<file path="config.mk">
export PLATFORM = sky130hd
export DESIGN_NAME = aes_key_sched_ctrl
export DESIGN_NICKNAME = d
export VERILOG_FILES = /design/src/rtl/aes_key_sched_ctrl.sv
export SDC_FILE = /design/constraint.sdc
export NUM_CORES = 1
export LEC_CHECK = 0
export ABC_AREA = 1
export CAP_MARGIN = 20
export CORE_MARGIN = 3
export CORE_UTILIZATION = 29
export DETAILED_ROUTE_END_ITERATION = 16
export GPL_TIMING_DRIVEN = 0
export PLACE_DENSITY = 0.58
export SKIP_CTS_REPAIR_TIMING = 1
export SLEW_MARGIN = 15
export SYNTH_ARGS = -nofsm -noshare
export SYNTH_HDL_FRONTEND = slang
export SYNTH_SLANG_ARGS = --single-unit
</file>
<file path="constraint.sdc">
create_clock -name clk -period 2 [get_ports clk]
set_input_delay 0.4 -clock clk [delete_from_list [all_inputs] [get_ports clk]]
set_output_delay 0.4 -clock clk [all_outputs]
set_load 0.05 [all_outputs]
</file>
<file path="src/rtl/aes_key_sched_ctrl.sv">
// AES-128 key-schedule sequencer. Steers an external round-key register through
// load / forward / reverse expansion so a consumer sees round keys 0..10 (encrypt)
// or 10..0 (decrypt), one round per accepted step.
module aes_key_sched_ctrl (
    input  logic       clk,
    input  logic       rst_n,
    input  logic       start,
    input  logic       mode,
    input  logic       step,
    input  logic       abort,
    output logic [1:0] ks_ctrl,
    output logic [3:0] ks_round,
    output logic [3:0] round_idx,
    output logic       key_rdy,
    output logic       busy,
    output logic       done
);

    localparam logic [3:0] LastRound   = 4'd10;
    localparam logic [1:0] CtrlHold    = 2'b00;
    localparam logic [1:0] CtrlLoad    = 2'b01;
    localparam logic [1:0] CtrlForward = 2'b10;
    localparam logic [1:0] CtrlReverse = 2'b11;

    typedef enum logic [1:0] {StIdle, StLoad, StPrecomp, StServe} state_e;

    state_e     state_q, state_d;
    logic       mode_q, mode_d;
    logic [3:0] round_q, round_d;
    logic       done_q, done_d;

    // State, captured mode, current key round and the done pulse
    always_ff @(posedge clk or negedge rst_n) begin
        if (!rst_n) begin
            state_q <= StIdle;
            mode_q  <= 1'b0;
            round_q <= 4'd0;
            done_q  <= 1'b0;
        end else begin
            state_q <= state_d;
            mode_q  <= mode_d;
            round_q <= round_d;
            done_q  <= done_d;
        end
    end

    // Next-state logic and scheduler steering; the scheduler captures on the same edge
    always_comb begin
        state_d  = state_q;
        mode_d   = mode_q;
        round_d  = round_q;
        done_d   = 1'b0;
        ks_ctrl  = CtrlHold;
        ks_round = 4'd0;

        unique case (state_q)
            StIdle: begin
                if (start) begin
                    mode_d  = mode;
                    state_d = StLoad;
                end
            end
            StLoad: begin
                ks_ctrl = CtrlLoad;
                round_d = 4'd0;
                state_d = mode_q ? StPrecomp : StServe;
            end
            StPrecomp: begin
                // Walk forward to the round-10 key before serving in decrypt order
                ks_ctrl  = CtrlForward;
                ks_round = round_q + 4'd1;
                round_d  = round_q + 4'd1;
                if (round_q == LastRound - 4'd1) begin
                    state_d = StServe;
                end
            end
            StServe: begin
                if (step) begin
                    if (!mode_q && round_q < LastRound) begin
                        ks_ctrl  = CtrlForward;
                        ks_round = round_q + 4'd1;
                        round_d  = round_q + 4'd1;
                    end else if (mode_q && round_q != 4'd0) begin
                        // Reverse expansion from round r uses the rcon of round r
                        ks_ctrl  = CtrlReverse;
                        ks_round = round_q;
                        round_d  = round_q - 4'd1;
                    end else begin
                        state_d = StIdle;
                        round_d = 4'd0;
                        done_d  = 1'b1;
                    end
                end
            end
            default: begin
                state_d = StIdle;
            end
        endcase

        // Abort overrides any step or transition decided above
        if (abort && state_q != StIdle) begin
            ks_ctrl  = CtrlHold;
            ks_round = 4'd0;
            state_d  = StIdle;
            round_d  = 4'd0;
            done_d   = 1'b0;
        end
    end

    assign round_idx = round_q;
    assign key_rdy   = (state_q == StServe);
    assign busy      = (state_q != StIdle);
    assign done      = done_q;

endmodule

</file>
Yosys cells after proc, flatten, opt, wreduce, memory -nomap -nowiden --
Cells that the tools add are included.
Word-level totals: flip-flop bits (word level) 8, bits of input ports 6, output and inout bits 13, logic and storage cells 55
Operators by class: add/subtract/negate cells 2, $lt $le $gt $ge 1, equality and inequality tests 9, multiplexer cells 28, reductions and logical operators 11
Operators with widths (number):
- $mux W4 | 8
- $mux W2 | 10
- $pmux W4 S3 | 1
- $ne A3 B2 Y1 const B | 3
- $pmux W2 S4 | 1
- $pmux W4 S2 | 1
- $reduce_bool A4 Y1 | 2
- $mux W1 | 6
- $ne A3 B3 Y1 const B | 2
- $pmux W2 S3 | 1
- $reduce_and A5 Y1 | 1
- $add A4 B1 Y4 const B | 1
- $eq A2 B2 Y1 const B | 2
- $eq A4 B4 Y1 const B | 1
- $lt A4 B4 Y1 const B | 1
- $reduce_and A2 Y1 | 2
- $sub A4 B1 Y4 const B | 1
- $logic_and A1 B1 Y1 | 3
- $eq A2 B1 Y1 const B | 1
- $logic_not A2 Y1 | 1
- $reduce_bool A2 Y1 | 1
- $logic_not A1 Y1 | 1

Depth between registers and ports, before layout --
Gate-level depths: netlist (run 1).
word-level depth 7, mapped depth 11, mapped depth without buffers 11

Worst setup path before layout (run 1) --
Ideal clock, no wire load.
kind register -> output, start point register round_q[0] (netlist: round_idx[0]), end point output port ks_round[1], arrival time 2.273 ns, required time 1.600 ns, setup slack -0.673 ns, cell stages (with the launch flop) 8, path buffers 0, path through dfrtp_1 inv_1 ha_1 nand3_1 nand2_1 nor2_1 o21ai_1 a21oi_1
On the way: longest elaborated chain between the ends 7, elaborated cells between the ends (all ways) 10, classes of those cells add/sub (1); order compare (1); mux (5); reduce/logical (3)
RTL lines:
- from (decl) | line 29 | logic [3:0] round_q, round_d;
- from (signal assigned) | line 42 | round_q <= round_d;
- branches (longest 5 deep; another with $lt A4 B4 Y1)
- $pmux W4 S2 * | line 56 | unique case (state_q)
- $mux W4 * | line 101 | if (abort && state_q != StIdle) begin
- to (decl) | line 12 | output logic [3:0] ks_round,
Every way passes the cells marked *.

Worst setup path after layout (run 1) --
Ends and elaborated chain as after synthesis.

==> results of run 1 <==
==> cell usage after synthesis <==
| cell type | n |
|---|---|
| dfrtp_1 | 8 |
| nand2_4 | 2 |
| nand3_2 | 1 |
| o22ai_1 | 1 |
| nor2_2 | 3 |
| buf_6 | 2 |
| a21oi_1 | 9 |
| xnor2_1 | 1 |
| o21ai_1 | 9 |
| xor2_1 | 1 |
| inv_1 | 12 |
| nand3_1 | 12 |
| buf_4 | 1 |
| nor3_1 | 1 |
| o21ai_0 | 2 |
| nand2_2 | 9 |
| inv_2 | 6 |
| nor2_1 | 10 |
| nor2_4 | 1 |
| ha_1 | 8 |
| nand2_1 | 34 |
==> metrics by stage <==
| step | setup TNS (ns) | instance area (um2) |
|---|---|---|
| final | -0.2805 | 1518 |
| after floorplan | 0 | 948.4 |
| after global routing | -0.7661 | 1518 |
| after CTS | -5.894 | 1194 |
| after global placement | -3.701 | 1167 |
| after detailed placement | -3.723 | 1167 |
==> kinds of logic after synthesis <==
kind of cell	after synthesis	synth area share, %
xor gates and xnor gates	2	2.012
AOI/OAI and AO/OA	21	12.21
and+or+nand+nor	73	40.09
DFF	8	22.99
adders and majority gates	8	11.49
buffers and inverters	21	11.21
==> power breakdown <==
group	leakage (nW)	switching, mW	internal (mW)
sequential	0.0988	0.134	0.235
clock	0.0150	0.0538	0.0762
combinational	0.640	1.33	0.892
==> registers in the layout, summed over array words and instances, names as in the netlist <==
name	cells
state_q	2
done	1
mode_q	1
round_idx	4
==> final cells by class <==
| class | instances | share of cell area, % |
|---|---|---|
| multi-input combinational | 104 | 51.03 |
| timing repair buffer | 40 | 23.50 |
| sequential | 8 | 13.69 |
| inverter | 18 | 5.276 |
| tap | 31 | 2.556 |
| buffer | 3 | 2.226 |
| clock buffer | 4 | 1.731 |
==> cell usage in the layout (no fill, tap or decap), types with 4 or more instances in the layout <==
cell	Yosys	layout
nand2_1	34	30
buf_4	1	23
nand2_2	9	12
nor2_1	10	9
buf_6	2	8
inv_2	6	7
inv_1	12	7
nand3_1	12	7
clkdlybuf4s50_1	0	7
nand3_2	1	6
o21ai_1	9	6
a21oi_4	0	5
a21oi_1	9	4
dfrtp_1	8	4
==> layer usage <==
metal | up-vias | routed length [um]
li1 | 508 | -
met4 | 0 | 0
met3 | 0 | 132
met1 | 489 | 1224
met2 | 33 | 1476
met5 | - | 0
==> worst max path at each step <==
| stage | start | to |
|---|---|---|
| floorplan | state_q[1] | ks_ctrl[1] |
| global placement | round_idx[0] | ks_ctrl[1] |
| detailed placement | round_idx[0] | ks_ctrl[1] |
| CTS | round_idx[0] | ks_ctrl[1] |
| global route | round_idx[0] | ks_round[1] |
| finish | round_idx[0] | ks_round[1] |
==> summary.md, run 1 <==
| Metric | Value |
|---|---|
| Status | `finished with violations` |
| Failing checks | `setup timing` |
| DRT Pass-1 Iters | `4` |
| All-Layer GR Usage | `13.77%` |
| H-tree Lvls | `1` |
| Initial antenna violation count | `0` |
| Fill count | `263` |
| R2R Path Start | `state_q[0]` |
| Initial Util | `31.04%` |
| Yosys reg bits | `8` |
| Via-per-instance ratio | `4.952` |
| Placed wire-length estimate | `1838 um` |
| Worst-path maximum fanout | `7` |
| Synth Instances | `133` |
| CP Buf/Inv Count | `3` |
| Reg2reg end | `state_q[1]` |
| Slew @ Worst Pin | `0.5036 ns` |
| Max-capacitance violation count | `0` |
| Nets | `192` |
| Buffers added on ports | `18` |
| Post-DR wirelength/cell | `13.62 um` |
| Critical path startpoint category | `register` |
| Sequential-to-total area share from yosys stat | `22.99%` |
| Post-synth top area cell | `dfrtp_1` |
| Setup ws final | `-0.1089 ns` |
| DRC viols | `0` |
| R2r setup slk | `0.37 ns` |
| Power per Cell Area | `1796 mW/mm2` |
| Synth top area cells | `dfrtp_1 23%, nand2_1 15%, ha_1 11%, nand3_1 6.9%, nand2_2 6.5%` |
| WP data required | `1.60 ns` |
| Critical path, cell by cell | `inv_6, ha_4, nand3_2, nand2_2, nor2_4, buf_4, o21ai_2, a21oi_4, buf_6` |
| Grt total ovfl | `0` |
| R2R depth | `11` |
| M2 GR Usage | `22.75%` |
| Grt met3 use | `4.043%` |
| Synthesis Warnings | `0` |
| Slowest CP cell | `dfrtp_4` |
| Worst-skew pair later-pin latency | `0.25 ns` |
| Clk buf depth | `2` |
| TritonCTS Buffers | `3` |
| RSZ-0062 raised after global routing | `true` |
| Crit share post-route | `105.4%` |
| Fin cells | `208` |
| Worst Setup Path Type | `reg -> out` |
| Core ar. | `0.002805 mm2` |
| Clock sinks | `8` |
| CTS tree | `built` |
| Fmax achieved | `0.4742 GHz` |
| Row count | `19` |
| Synthesized cell area | `870.8 um2` |
| Post-route core utilization | `54.10%` |
| GPL Wtd Cong | `0.8266` |
| First-pass GRT wire length | `3822 um` |
| Cells after DPL | `182` |
| Layout overhead on the synthesized area | `74.28%` |
| Multi-input logic area | `774.5 um2` |
| Layout cells sized above 1 | `52.54%` |
| Setup WS pre-CTS | `-0.6271 ns` |
| Vias in the first global route | `840` |
| Root buffer cell | `clkbuf_4` |
| Pin count of the biggest net entering global routing | `11` |
| GRT met1 Usage | `18.37%` |
| LEAKAGE | `0.7540 nW` |
| Unique masters post-synth | `21` |
| Tot Pwr | `2.725 mW` |
| Die X | `60.80 um` |
| Die area | `0.003697 mm2` |
| Worst hold slack | `0.4172 ns` |
| Share of the synthesized area in the top cell type | `22.99%` |
| Min Tclk post-route | `2.109 ns` |
| Crit path DAT | `1.71 ns` |
| Crit path largest cell delay | `0.48 ns` |
| Antenna diode count | `0` |
| Worst slew margin | `66.37%` |
| Top Ports | `19` |
| ANT nets after route | `0` |
| DRT iter0 DRCs | `34` |
| Final hold violation count | `0` |
| Hold Crit Class | `in -> async` |
| Clock Skew | `0.01082 ns` |
| Synthesized Nets | `147` |
| Max Slew Vio Count | `0` |
| CP endpoint kind | `output port` |
| VDD IR max | `0.9040 mV` |
| # setup viols final | `5` |
| Gr busiest metal | `met2` |
| Syn avg cell area | `6.548 um2` |
| Worst-path clk slew | `0.06 ns` |
| Top delay family on crit path | `flip-flops` |
| Crit path depth | `9` |
| Die height | `60.80 um` |
| Routed WL | `2833 um` |
| Storage cell area | `207.7 um2` |
| Total number of vias | `1030` |
Power figures use the tool's default switching activity.
==> run 2: changes to the inputs <==
- CAP_MARGIN: 20 -> 30
- PLACE_DENSITY: 0.58 -> default
==> run 2 against run 1 <==
The flow still finishes with violations (setup timing). Clock power about the same. Critical path type unchanged. Clock skew is 0.0012 ns higher. Total power up 4.3%. Largest power group unchanged. Die area stayed put. Utilization increased by 2.1 points.
==> summary.md, run 2 (same netlist as run 1, synthesis figures left out) <==
| Metric | Value |
|---|---|
| CP most frequent cell | `buf_6` |
| Placed wire-length estimate | `1826 um (was 1838 um)` |
| First-pass GRT wire length | `3829 um (was 3822 um)` |
| Row count | `19 (unchanged)` |
| Crit path largest cell delay | `0.50 ns (was 0.48 ns)` |
| All-Layer GR Usage | `13.71% (was 13.77%)` |
| Storage cell area | `207.7 um2 (unchanged)` |
| Routed WL | `2962 um (was 2833 um)` |
| H-tree Lvls | `1 (unchanged)` |
| Worst Setup Path Type | `reg -> out (unchanged)` |
| Pin count of the biggest net entering global routing | `11 (unchanged)` |
| Layout cells sized above 1 | `51.70% (was 52.54%)` |
| RSZ-0062 raised after global routing | `true (unchanged)` |
| Power per Cell Area | `1803 mW/mm2 (was 1796 mW/mm2)` |
| Worst-path maximum fanout | `5 (was 7)` |
| Fmax achieved | `0.4619 GHz (was 0.4742 GHz)` |
| Combinational cell fraction of total power | `83.1% (was 81.7%)` |
| Worst hold slack | `0.4175 ns (was 0.4172 ns)` |
| Critical path startpoint category | `register (unchanged)` |
| LEAKAGE | `0.7671 nW (was 0.7540 nW)` |
| Switching Fraction | `55.29% (was 55.82%)` |
| WP data required | `1.60 ns (about the same)` |
| Root buffer cell | `clkbuf_4 (unchanged)` |
| Antenna diode count | `0 (unchanged)` |
| Die height | `60.80 um (unchanged)` |
| TNS Setup | `-0.4408 ns (was -0.2805 ns)` |
| Fill count | `253 (was 263)` |
| Most common cell after layout, fill and taps aside | `nand2_1 (unchanged)` |
| Initial Util | `31.04% (unchanged)` |
| Top Ports | `19 (unchanged)` |
| Buffers added on ports | `18 (unchanged)` |
| Max-capacitance violation count | `0 (unchanged)` |
| Setup ws final | `-0.1650 ns (was -0.1089 ns)` |
| CP endpoint kind | `output port (unchanged)` |
| Net Switching | `1.572 mW (was 1.521 mW)` |
| DRC viols | `0 (unchanged)` |
| Top delay family on crit path | `flip-flops (unchanged)` |
| Setup WS pre-CTS | `-0.6439 ns (was -0.6271 ns)` |
| Core ar. | `0.002805 mm2 (unchanged)` |
| Via-per-instance ratio | `5.101 (was 4.952)` |
| VDD IR max | `0.9013 mV (was 0.9040 mV)` |
| Crit path DAT | `1.76 ns (was 1.71 ns)` |
| Max Slew Vio Count | `0 (unchanged)` |
| Worst-skew pair later-pin latency | `0.26 ns (was 0.25 ns)` |
| Reg power frac | `12.2% (was 13.6%)` |
| Total number of vias | `1056 (was 1030)` |
| Clock power frac | `4.7% (was 4.8%)` |
| Worst-path clk slew | `0.06 ns (about the same)` |
| ANT nets after route | `0 (unchanged)` |
| CTS tree | `built (unchanged)` |
| Hold Crit Class | `in -> async (unchanged)` |
| Initial antenna violation count | `0 (unchanged)` |
| GPL Wtd Cong | `0.8573 (was 0.8266)` |
| # setup viols final | `6 (was 5)` |
| Post-DR wirelength/cell | `14.31 um (was 13.62 um)` |
| Crit share post-route | `108.2% (was 105.4%)` |
| Min Tclk post-route | `2.165 ns (was 2.109 ns)` |
| DRT Pass-1 Iters | `4 (unchanged)` |
| Failing checks | `setup timing (unchanged)` |
| Max FFs per register | `4 (unchanged)` |
| Nets | `191 (was 192)` |
| Layout overhead on the synthesized area | `81.03% (was 74.28%)` |
| Vias in the first global route | `855 (was 840)` |
| Clock Skew | `0.01202 ns (was 0.01082 ns)` |
| Clk buf depth | `2 (unchanged)` |
| CP Buf/Inv Count | `3 (unchanged)` |
| Slowest CP cell | `dfrtp_4 (unchanged)` |
| Internal power | `1.271 mW (was 1.204 mW)` |
| Final hold violation count | `0 (unchanged)` |
| Slew @ Worst Pin | `0.5041 ns (was 0.5036 ns)` |
| DRT iter0 DRCs | `28 (was 34)` |
| Multi-input logic area | `805.8 um2 (was 774.5 um2)` |
| Critical path, cell by cell | `buf_12, buf_6, nand3_4, xor2_4, nand2_2, a21oi_4, buf_6 (was inv_6, ha_4, nand3_2, nand2_2, nor2_4, buf_4, o21ai_2, a21oi_4, buf_6)` |
| Worst slew margin | `66.34% (was 66.37%)` |
| Clock sinks | `8 (unchanged)` |
| TritonCTS Buffers | `3 (unchanged)` |
| Die area | `0.003697 mm2 (unchanged)` |
| Die X | `60.80 um (unchanged)` |
| Status | `finished with violations (unchanged)` |
| Commonest cells after routing, fill and taps aside | `29 x nand2_1, 16 x buf_4, 12 x buf_6, 12 x nand2_2, 9 x nor2_1 (was 30 x nand2_1, 23 x buf_4, 12 x nand2_2)` |
| Grt total ovfl | `0 (unchanged)` |
-- run 2: cell types whose count changed in the layout (fill, tap and decap cells not counted), sizes merged --
cell / before / now
clkbuf: 5 / 4
dlymetal6s2s: 3 / 4
clkdlybuf4s50: 7 / 8
buf: 32 / 30
-- run 2: worst reg2reg max path: stages (launching register included) --
cell	delay, ns
dfrtp_2	0.50
inv_4	0.08
buf_4	0.14
buf_4	0.12
ha_1	0.21
inv_1	0.08
nand2_2	0.09
inv_2	0.06
nand2_1	0.08
nor2_1	0.13
nand2_1	0.07
nand2_1	0.06
-- run 2: cell type report --
class                      count  area share, %
multi-input combinational    104          51.11
timing repair buffer          39          24.76
inverter                      18          4.921
buffer                         3          1.905
sequential                     8          13.17
clock buffer                   4          1.667
tap                           31          2.460
-- run 2: path summary, 6_finish.rpt --
check / startpoint / endpoint / slack (ns) / depth (start not counted)
max: round_idx[0] / ks_round[3] / -0.16 / 7
min: rst_n / round_idx[3] / 0.42 / 1
min in group clk: state_q[1] / state_q[1] / 0.63 / 2
min reg2reg: state_q[1] / state_q[1] / 0.63 / 2
max reg2reg: state_q[0] / round_idx[3] / 0.36 / 11
max in group asynchronous: rst_n / state_q[0] / 1.28 / 1
-- run 2: per-stage QoR --
stage               instances  util [%]  area, um2  total power, mW
detailed placement        182     41.61       1167            2.018
global placement          182     41.61       1167            2.006
finish                    207     56.20       1577            2.843
floorplan                 133         -      948.4            1.615
CTS                       186     42.55       1194            2.167
global route              207     56.20       1577            3.031
-- run 2: power by group through the flow --
| stage | combinational [mW] | sequential [mW] | clock [mW] |
|---|---|---|---|
| floorplan | 1.18 | 0.431 | 0 |
| global placement | 1.65 | 0.353 | 0 |
| detailed placement | 1.66 | 0.354 | 0 |
| CTS | 1.68 | 0.351 | 0.139 |
| global route | 2.52 | 0.356 | 0.151 |
| finish | 2.36 | 0.348 | 0.133 |
-- run 2: routing by layer --
layer	wire [um]	global-route usage [%]
met1	1235	17.59
met2	1510	22.14
met3	183	4.681
met4	33	3.406
met5	0	0
